**src/rtl/mdio_phy_responder_pkg.sv**
```systemverilog
// Shared definitions for the Clause 22 MDIO responder: frame field codes, FSM state
// encoding, register-file geometry and a small OP decode helper.
`timescale 1ns/1ps
package mdio_phy_responder_pkg;

   // Frame field codes, two bits each, first-transmitted bit in [1].
   localparam logic [1:0] MdioSt    = 2'b01;
   localparam logic [1:0] MdioOpRd  = 2'b10;
   localparam logic [1:0] MdioOpWr  = 2'b01;
   localparam logic [1:0] MdioTaWr  = 2'b10;

   localparam int unsigned DataW   = 16;
   localparam int unsigned AddrW   = 5;
   localparam int unsigned NumRegs = 32;

   typedef enum logic [2:0] {
      StIdle,
      StStart,
      StOp,
      StPhyad,
      StRegad,
      StTa,
      StRdData,
      StWrData
   } state_e;

   function automatic logic op_valid(input logic [1:0] op);
      return (op == MdioOpRd) || (op == MdioOpWr);
   endfunction

endpackage

```
**src/rtl/mdio_phy_responder_if.sv**
```systemverilog
// MDIO pad signals plus the local register-file port and commit/error indications.
//   mdc_i, mdio_i            : MDC and MDIO pad inputs (asynchronous to CLK)
//   mdio_o, mdio_oe          : MDIO pad output data and drive enable
//   lcl_wr_en/addr/wdata     : local register write port
//   lcl_rd_addr, lcl_rdata   : local register read port, 1-cycle latency
//   mdio_wr_valid/addr/data  : pulse reporting a committed MDIO write
//   frame_err                : pulse on bad OP or bad write turnaround
// The slave modport is the responder; master is the environment driving it.
`timescale 1ns/1ps
interface mdio_phy_responder_if;
   logic        mdc_i;
   logic        mdio_i;
   logic        mdio_o;
   logic        mdio_oe;
   logic        lcl_wr_en;
   logic [4:0]  lcl_addr;
   logic [15:0] lcl_wdata;
   logic [4:0]  lcl_rd_addr;
   logic [15:0] lcl_rdata;
   logic        mdio_wr_valid;
   logic [4:0]  mdio_wr_addr;
   logic [15:0] mdio_wr_data;
   logic        frame_err;

   modport slave (
      input  mdc_i, mdio_i, lcl_wr_en, lcl_addr, lcl_wdata, lcl_rd_addr,
      output mdio_o, mdio_oe, lcl_rdata, mdio_wr_valid, mdio_wr_addr, mdio_wr_data, frame_err
   );

   modport master (
      output mdc_i, mdio_i, lcl_wr_en, lcl_addr, lcl_wdata, lcl_rd_addr,
      input  mdio_o, mdio_oe, lcl_rdata, mdio_wr_valid, mdio_wr_addr, mdio_wr_data, frame_err
   );
endinterface

```
**src/rtl/mdio_phy_responder_sync_edge.sv**
```systemverilog
// Brings MDC and MDIO into the CLK domain and flags MDC rising edges.
//   CLK, RST  : system clock, asynchronous active-high reset
//   mdc_pin   : raw MDC input
//   mdio_pin  : raw MDIO input
//   rise      : 1-cycle pulse per detected MDC rising edge
//   mdio_bit  : MDIO sampled with the same sync depth as MDC, valid when rise=1
`timescale 1ns/1ps
module mdio_phy_responder_sync_edge (
   input  logic CLK,
   input  logic RST,
   input  logic mdc_pin,
   input  logic mdio_pin,
   output logic rise,
   output logic mdio_bit
);
   // mdc_q[2] is the extra stage used only for edge detection.
   logic [2:0] mdc_q;
   logic [1:0] mdio_q;

   always_ff @(posedge CLK or posedge RST) begin
      if (RST) begin
         mdc_q  <= '0;
         mdio_q <= '0;
      end else begin
         mdc_q  <= {mdc_q[1:0], mdc_pin};
         mdio_q <= {mdio_q[0], mdio_pin};
      end
   end

   assign rise     = mdc_q[1] & ~mdc_q[2];
   assign mdio_bit = mdio_q[1];

endmodule

```
**src/rtl/mdio_phy_responder.sv**
```systemverilog
// Clause 22 MDIO responder (PHY side) with a 32x16 register file.
//   CLK, RST : system clock (>= 8x MDC), asynchronous active-high reset
//   bus      : slave modport carrying MDIO pads, local register port and
//              write-commit / frame-error pulses
// Frames are decoded one bit per synchronised MDC rise. Read data is driven
// from a snapshot taken at the first turnaround bit so that local writes
// during the data phase do not disturb bits already in flight.
`timescale 1ns/1ps
module mdio_phy_responder
   import mdio_phy_responder_pkg::*;
#(
   parameter logic [4:0]  PHY_ADDR = 5'd7,
   parameter int unsigned PRE_MIN  = 32,
   parameter logic [31:0] RO_MASK  = 32'h0000_0006
) (
   input logic                 CLK,
   input logic                 RST,
   mdio_phy_responder_if.slave bus
);
   localparam int unsigned PcntW = $clog2(PRE_MIN + 1);

   logic             rise;
   logic             mdio_bit;
   state_e           state_q, state_d;
   logic [PcntW-1:0] pcnt_q, pcnt_d;
   logic [4:0]       bcnt_q, bcnt_d;
   logic [1:0]       op_q, op_d;
   logic [4:0]       phyad_q, phyad_d;
   logic [4:0]       regad_q, regad_d;
   logic [15:0]      shift_q, shift_d;
   logic             o_q, o_d;
   logic             oe_q, oe_d;
   logic             err_q, err_d;
   logic             commit;
   logic             wr_valid_q;
   logic [4:0]       wr_addr_q;
   logic [15:0]      wr_data_q;
   logic [15:0]      regs_q [NumRegs];
   logic [15:0]      lcl_rdata_q;
   logic             pre_ok;

   mdio_phy_responder_sync_edge u_sync (
      .CLK      (CLK),
      .RST      (RST),
      .mdc_pin  (bus.mdc_i),
      .mdio_pin (bus.mdio_i),
      .rise     (rise),
      .mdio_bit (mdio_bit)
   );

   assign pre_ok = (pcnt_q >= PcntW'(PRE_MIN));

   // State register.
   always_ff @(posedge CLK or posedge RST) begin
      if (RST) begin
         state_q <= StIdle;
      end else begin
         state_q <= state_d;
      end
   end

   // Next-state logic; only an MDC rise can move the FSM.
   always_comb begin
      state_d = state_q;
      if (rise) begin
         unique case (state_q)
            StIdle:   if (mdio_bit == MdioSt[1] && pre_ok) state_d = StStart;
            StStart:  state_d = (mdio_bit == MdioSt[0]) ? StOp : StIdle;
            StOp:     if (bcnt_q == 5'd1) begin
                         state_d = op_valid({op_q[0], mdio_bit}) ? StPhyad : StIdle;
                      end
            StPhyad:  if (bcnt_q == 5'd4) begin
                         state_d = ({phyad_q[3:0], mdio_bit} == PHY_ADDR) ? StRegad : StIdle;
                      end
            StRegad:  if (bcnt_q == 5'd4) state_d = StTa;
            StTa:     if (op_q == MdioOpRd) begin
                         state_d = StRdData;
                      end else if (bcnt_q == 5'd0) begin
                         state_d = (mdio_bit == MdioTaWr[1]) ? StTa : StIdle;
                      end else begin
                         state_d = (mdio_bit == MdioTaWr[0]) ? StWrData : StIdle;
                      end
            // bcnt 0..15 drive D15..D0; the 17th rise releases the pad.
            StRdData: if (bcnt_q == 5'd16) state_d = StIdle;
            StWrData: if (bcnt_q == 5'd15) state_d = StIdle;
            default:  state_d = StIdle;
         endcase
      end
   end

   // Datapath and output next values.
   always_comb begin
      pcnt_d  = pcnt_q;
      bcnt_d  = bcnt_q;
      op_d    = op_q;
      phyad_d = phyad_q;
      regad_d = regad_q;
      shift_d = shift_q;
      o_d     = o_q;
      oe_d    = oe_q;
      err_d   = 1'b0;
      commit  = 1'b0;
      if (rise) begin
         bcnt_d = (state_d != state_q) ? 5'd0 : bcnt_q + 5'd1;
         unique case (state_q)
            StIdle: begin
               if (!mdio_bit) begin
                  pcnt_d = '0;
               end else if (pcnt_q < PcntW'(PRE_MIN)) begin
                  pcnt_d = pcnt_q + PcntW'(1);
               end
            end
            StOp: begin
               op_d = {op_q[0], mdio_bit};
               if (bcnt_q == 5'd1 && state_d == StIdle) err_d = 1'b1;
            end
            StPhyad: phyad_d = {phyad_q[3:0], mdio_bit};
            StRegad: regad_d = {regad_q[3:0], mdio_bit};
            StTa: begin
               if (op_q == MdioOpRd) begin
                  shift_d = regs_q[regad_q];
                  oe_d    = 1'b1;
                  o_d     = 1'b0;
               end else if (state_d == StIdle) begin
                  err_d = 1'b1;
               end
            end
            StRdData: begin
               if (bcnt_q == 5'd16) begin
                  oe_d = 1'b0;
                  o_d  = 1'b0;
               end else begin
                  o_d     = shift_q[15];
                  shift_d = {shift_q[14:0], 1'b0};
               end
            end
            StWrData: begin
               shift_d = {shift_q[14:0], mdio_bit};
               if (bcnt_q == 5'd15 && !RO_MASK[regad_q]) commit = 1'b1;
            end
            default: ;
         endcase
         // Every frame end, good or bad, demands a fresh full preamble.
         if (state_q != StIdle && state_d == StIdle) pcnt_d = '0;
      end
   end

   always_ff @(posedge CLK or posedge RST) begin
      if (RST) begin
         pcnt_q     <= '0;
         bcnt_q     <= '0;
         op_q       <= '0;
         phyad_q    <= '0;
         regad_q    <= '0;
         shift_q    <= '0;
         o_q        <= 1'b0;
         oe_q       <= 1'b0;
         err_q      <= 1'b0;
         wr_valid_q <= 1'b0;
         wr_addr_q  <= '0;
         wr_data_q  <= '0;
      end else begin
         pcnt_q     <= pcnt_d;
         bcnt_q     <= bcnt_d;
         op_q       <= op_d;
         phyad_q    <= phyad_d;
         regad_q    <= regad_d;
         shift_q    <= shift_d;
         o_q        <= o_d;
         oe_q       <= oe_d;
         err_q      <= err_d;
         wr_valid_q <= commit;
         if (commit) begin
            wr_addr_q <= regad_q;
            wr_data_q <= shift_d;
         end
      end
   end

   // Register file; an MDIO commit beats a local write to the same address.
   always_ff @(posedge CLK or posedge RST) begin
      if (RST) begin
         for (int i = 0; i < NumRegs; i++) regs_q[i] <= '0;
         lcl_rdata_q <= '0;
      end else begin
         if (commit) regs_q[regad_q] <= shift_d;
         if (bus.lcl_wr_en && !(commit && bus.lcl_addr == regad_q)) begin
            regs_q[bus.lcl_addr] <= bus.lcl_wdata;
         end
         lcl_rdata_q <= regs_q[bus.lcl_rd_addr];
      end
   end

   // Outputs.
   always_comb begin
      bus.mdio_o        = o_q;
      bus.mdio_oe       = oe_q;
      bus.lcl_rdata     = lcl_rdata_q;
      bus.mdio_wr_valid = wr_valid_q;
      bus.mdio_wr_addr  = wr_addr_q;
      bus.mdio_wr_data  = wr_data_q;
      bus.frame_err     = err_q;
   end

endmodule

```
**src/flat_wrapper.sv**
```systemverilog
// flat-port wrapper written by rule: the top's interface ports become plain ports
module mdio_phy_responder_flat import mdio_phy_responder_pkg::*;
#(
   parameter logic [4:0]  PHY_ADDR = 5'd7,
   parameter int unsigned PRE_MIN  = 32,
   parameter logic [31:0] RO_MASK  = 32'h0000_0006
)
  (CLK, RST, bus_mdc_i, bus_mdio_i, bus_lcl_wr_en, bus_lcl_addr, bus_lcl_wdata, bus_lcl_rd_addr, bus_mdio_o, bus_mdio_oe, bus_lcl_rdata, bus_mdio_wr_valid, bus_mdio_wr_addr, bus_mdio_wr_data, bus_frame_err);
  mdio_phy_responder_if bus_i ();
  input logic CLK;
  input logic RST;
  input wire logic [$bits(bus_i.mdc_i)-1:0] bus_mdc_i;
  input wire logic [$bits(bus_i.mdio_i)-1:0] bus_mdio_i;
  input wire logic [$bits(bus_i.lcl_wr_en)-1:0] bus_lcl_wr_en;
  input wire logic [$bits(bus_i.lcl_addr)-1:0] bus_lcl_addr;
  input wire logic [$bits(bus_i.lcl_wdata)-1:0] bus_lcl_wdata;
  input wire logic [$bits(bus_i.lcl_rd_addr)-1:0] bus_lcl_rd_addr;
  output wire logic [$bits(bus_i.mdio_o)-1:0] bus_mdio_o;
  output wire logic [$bits(bus_i.mdio_oe)-1:0] bus_mdio_oe;
  output wire logic [$bits(bus_i.lcl_rdata)-1:0] bus_lcl_rdata;
  output wire logic [$bits(bus_i.mdio_wr_valid)-1:0] bus_mdio_wr_valid;
  output wire logic [$bits(bus_i.mdio_wr_addr)-1:0] bus_mdio_wr_addr;
  output wire logic [$bits(bus_i.mdio_wr_data)-1:0] bus_mdio_wr_data;
  output wire logic [$bits(bus_i.frame_err)-1:0] bus_frame_err;
  assign bus_i.mdc_i = bus_mdc_i;
  assign bus_i.mdio_i = bus_mdio_i;
  assign bus_i.lcl_wr_en = bus_lcl_wr_en;
  assign bus_i.lcl_addr = bus_lcl_addr;
  assign bus_i.lcl_wdata = bus_lcl_wdata;
  assign bus_i.lcl_rd_addr = bus_lcl_rd_addr;
  assign bus_mdio_o = bus_i.mdio_o;
  assign bus_mdio_oe = bus_i.mdio_oe;
  assign bus_lcl_rdata = bus_i.lcl_rdata;
  assign bus_mdio_wr_valid = bus_i.mdio_wr_valid;
  assign bus_mdio_wr_addr = bus_i.mdio_wr_addr;
  assign bus_mdio_wr_data = bus_i.mdio_wr_data;
  assign bus_frame_err = bus_i.frame_err;
  mdio_phy_responder #(.PHY_ADDR(PHY_ADDR), .PRE_MIN(PRE_MIN), .RO_MASK(RO_MASK)) u_core (.CLK(CLK), .RST(RST), .bus(bus_i));
endmodule
```
**config.mk**
```make
export PLATFORM = sky130hd
export DESIGN_NAME = mdio_phy_responder_flat
export DESIGN_NICKNAME = d
export VERILOG_FILES = /design/src/rtl/mdio_phy_responder_pkg.sv /design/src/rtl/mdio_phy_responder_if.sv /design/src/rtl/mdio_phy_responder_sync_edge.sv /design/src/rtl/mdio_phy_responder.sv /design/src/flat_wrapper.sv
export SDC_FILE = /design/constraint.sdc
export NUM_CORES = 2
export LEC_CHECK = 0
export ABC_AREA = 1
export CAP_MARGIN = 20
export CORE_ASPECT_RATIO = 0.5
export CORE_UTILIZATION = 50
export CTS_BUF_LIST = sky130_fd_sc_hd__clkbuf_4
export CTS_CLUSTER_DIAMETER = 80
export CTS_CLUSTER_SIZE = 20
export DETAILED_ROUTE_END_ITERATION = 7
export PLACE_DENSITY = 0.72
export SLEW_MARGIN = 20
export SYNTH_ARGS = -nofsm -noshare
export SYNTH_HDL_FRONTEND = slang
export SYNTH_HIERARCHICAL = 1
export SYNTH_SLANG_ARGS = --single-unit
```
**constraint.sdc**
```tcl
create_clock -name CLK -period 21.4 [get_ports CLK]
set_clock_uncertainty 0.15 [all_clocks]
set_input_delay 4.28 -clock CLK [delete_from_list [all_inputs] [get_ports CLK]]
set_output_delay 4.28 -clock CLK [all_outputs]
set_load 0.01 [all_outputs]
```
==> results.ini <==
[placed_design]
gp_congestion = 1.04
place_ws_ps = 13240
io_buffer_count = 71
placed_area_sq_mm = 0.0414
dpl.hpwl_um = 115000

[status]
status = finished with violations
failed_checks = design-rule violations

[setup_path]
cpMostUsedCell = buf_4
cpPeakStageDelay_ps = 910
worstRegToRegCells = 15
r2r_slack_ps = 16070
critical_path_depth = 9
crit_end = u_core/bus.lcl_rdata[1]
critPathCaptureType = flop
cp_slowest_cell = buf_4
path_class = in2reg
crit_chain = buf_2 -> buf_4 -> inv_8 -> buf_4 -> buf_4 -> a21oi_1 -> o21ai_0 -> nand3_1 -> a32oi_1
regToRegStartpoint = u_core/regad_q[1]
crit_required_ps = 22120
setup.worst_path.start = bus_lcl_rd_addr[0]
crit_path_start_kind = primary input
crit_buf_inv = 5
crit_family = buffers and inverters
cp.arrival_ps = 8020
reg2reg_to = u_core/regs_q[464]
crit_fanout = 118

[finish]
layout_commonest_cell = nand2_1
layout-drive-gt1-share_pct = 4.33
layout_common_cells = 1895 x nand2_1, 869 x o21ai_0, 825 x inv_1
area_growth_pct = 2.97
final_area_sq_mm = 0.0418
layout.nets = 6081

[timing]
tns_ps = 0
tightest_slew_ps = 1280
hold_viol = 0
rsz0062_at_grt = false
period_minus_slack_ps = 7300
clock.fmax_mhz = 137
setup_violations = 0
slew_headroom_pct = 15.0
min_period_over_period_pct = 34.1
fin_ws_ps = 14100
slew_viol_final = 0

[synthesis]
yosysWarningCount = 6
synth_cell_types = 40
netlist_area_sq_mm = 0.0406
syn_area_per_cell_sq_um = 6.44
synth_cells = 6301
ys_async_sr_fraction_pct = 100
syn-num-nets = 6342
ys_seq_elements = 599
ys.flop_type = dfrtp_1
ys_seq_area_share_pct = 36.9
synth_edf_count = 0

[routing]
drc = 1
wl_per_cell_um = 25.7
via_count = 43800
m1WireLength_um = 70700
routed_via_density = 6.14
wl_met2_um = 70700
wl_um = 183000
maxUsedRoutingLayer = met5
dr.pass1.iters = 8
drt-initial-drc-count = 7448
detail-route-antenna-nets = 0
wl_met3_um = 30400

[grt]
grt_antenna_before_repair = 25
grt_pass1_vias = 39400
grt_max_degree = 131
grt_first_pass_wirelength_um = 266000
overflow = 0
track_usage_pct = 43.7

[floorplanning]
die_h_um = 203
row_count = 73
die_area_sq_mm = 0.0824
ios = 72
die_x_um = 405
start_util_pct = 50.8
fp.coreArea_sq_mm = 0.0799

[clocking]
cts_hold_buf = 0
htree_num_levels = 2
clock_sinks = 599
cts_inserted_buffers = 36
clkSlewWorstSetupHoldPaths_ps = 230
cts_tree = built
post_cts_resized = 0
cts_buffer_depth = 3
cts-root-buf = clkbuf_4
worstSkewPairLatency_ps = 970
cts_setup_buffers = 0

[power]
report.power.total_w = 0.00281
vdd_drop_max_mv = 0.0654
power.leakage_nw = 21.4
p_per_area_mw_per_mm2 = 67.1

[min_path]
hp-class = reg2reg
hp-start = u_core/u_sync/mdio_q[0]

[flow_run]
cap_violations = 0

-- area by class of cell --
class	instances	area, sq um
sequential	599	15000
fill	8136	38100
inverter	854	3240
antenna	4	10.0
tap	1087	1360
clock buffer	39	293
timing repair buffer	172	1450
multi-input combinational	4377	20400
clock inverter	5	77.6
-- metal layers --
layer	vias up	track usage (%)
met1	20600	58.5
met2	3227	59.1
li1	19300	-
met5	-	0
met3	664	18.6
met4	36	23.4
-- flip-flops by register name, summed over array words and instances (netlist names), 3 cells and up --
signal and flops:
u_core/bcnt_q 5, u_core/bus.lcl_rdata 16, u_core/bus.mdio_wr_addr 5, u_core/bus.mdio_wr_data 16, u_core/pcnt_q 6, u_core/phyad_q 4, u_core/regad_q 5, u_core/regs_q 512
u_core/shift_q 16, u_core/state_q 3, u_core/u_sync/mdc_q 3
-- report_power, final --
part | leakage, nW | switching, W | internal (W)
clock | 0.218 | 0.000405 | 0.000110
sequential | 7.24 | 0.000143 | 0.00132
combinational | 14.0 | 0.000532 | 0.000295
total | 21.4 | 0.00108 | 0.00173
-- per-stage QoR --
stage / hold WS (ps) / std cells / utilization, %
3_5_place_dp: 186 / 7086 / 51.7
2_1_floorplan: 181 / 6301 / -
5_1_grt: 237 / 7134 / 52.3
4_1_cts: 229 / 7130 / 52.2
6_report: 230 / 7137 / 52.3
3_3_place_gp: 183 / 7084 / 51.7
-- synthesized netlist by cell type (3+ instances only) --
cell type	n	area, sq um
a21oi_1	467	2340
a31oi_1	29	181
a32oi_1	13	114
buf_1	10	37.5
buf_2	133	666
buf_4	27	203
buf_6	5	56.3
clkbuf_1	291	1090
clkbuf_2	3	15.0
dfrtp_1	599	15000
ha_1	10	125
inv_1	829	3110
inv_2	22	82.6
nand2_1	1904	7150
nand2_2	21	131
nand2_4	10	113
nand3_1	298	1490
nand4_1	10	62.6
nor2_1	355	1330
nor2_2	6	37.5
nor3_1	3	15.0
nor3_2	7	70.1
o211ai_1	7	52.6
o21ai_0	873	4370
o21ai_1	13	65.1
o21bai_1	316	2370
o221ai_1	6	52.6
o22ai_1	11	68.8
xor2_1	9	78.8
-- worst min path at each step --
| stage | slack, ps | cells past startpoint | end |
|---|---|---|---|
| global route | 240 | 0 | u_core/u_sync/mdio_q[1] |
| global placement | 180 | 0 | u_core/u_sync/mdc_q[1] |
| CTS | 230 | 0 | u_core/u_sync/mdio_q[1] |
| finish | 230 | 0 | u_core/u_sync/mdio_q[1] |
| floorplan | 180 | 0 | u_core/u_sync/mdc_q[1] |
| detailed placement | 190 | 0 | u_core/u_sync/mdio_q[1] |
-- worst register-to-register path, delay by kind of cell, from the launching register on --
family	cells	cell delay, ps
AOI/OAI and AO/OA	1	140
buffers and inverters	3	2120
and+or+nand+nor	11	1880
DFF	1	980
-- cell families after synthesis --
family,share of synthesized area [%]
AO/OA/AOI/OAI,23.7
XOR/XNOR,0.216
adder cells (fa/ha/maj),0.308
buffers and inverters,13.1
flip-flops,36.9
AND/OR/NAND/NOR,25.7
Power figures use the tool's default switching activity.
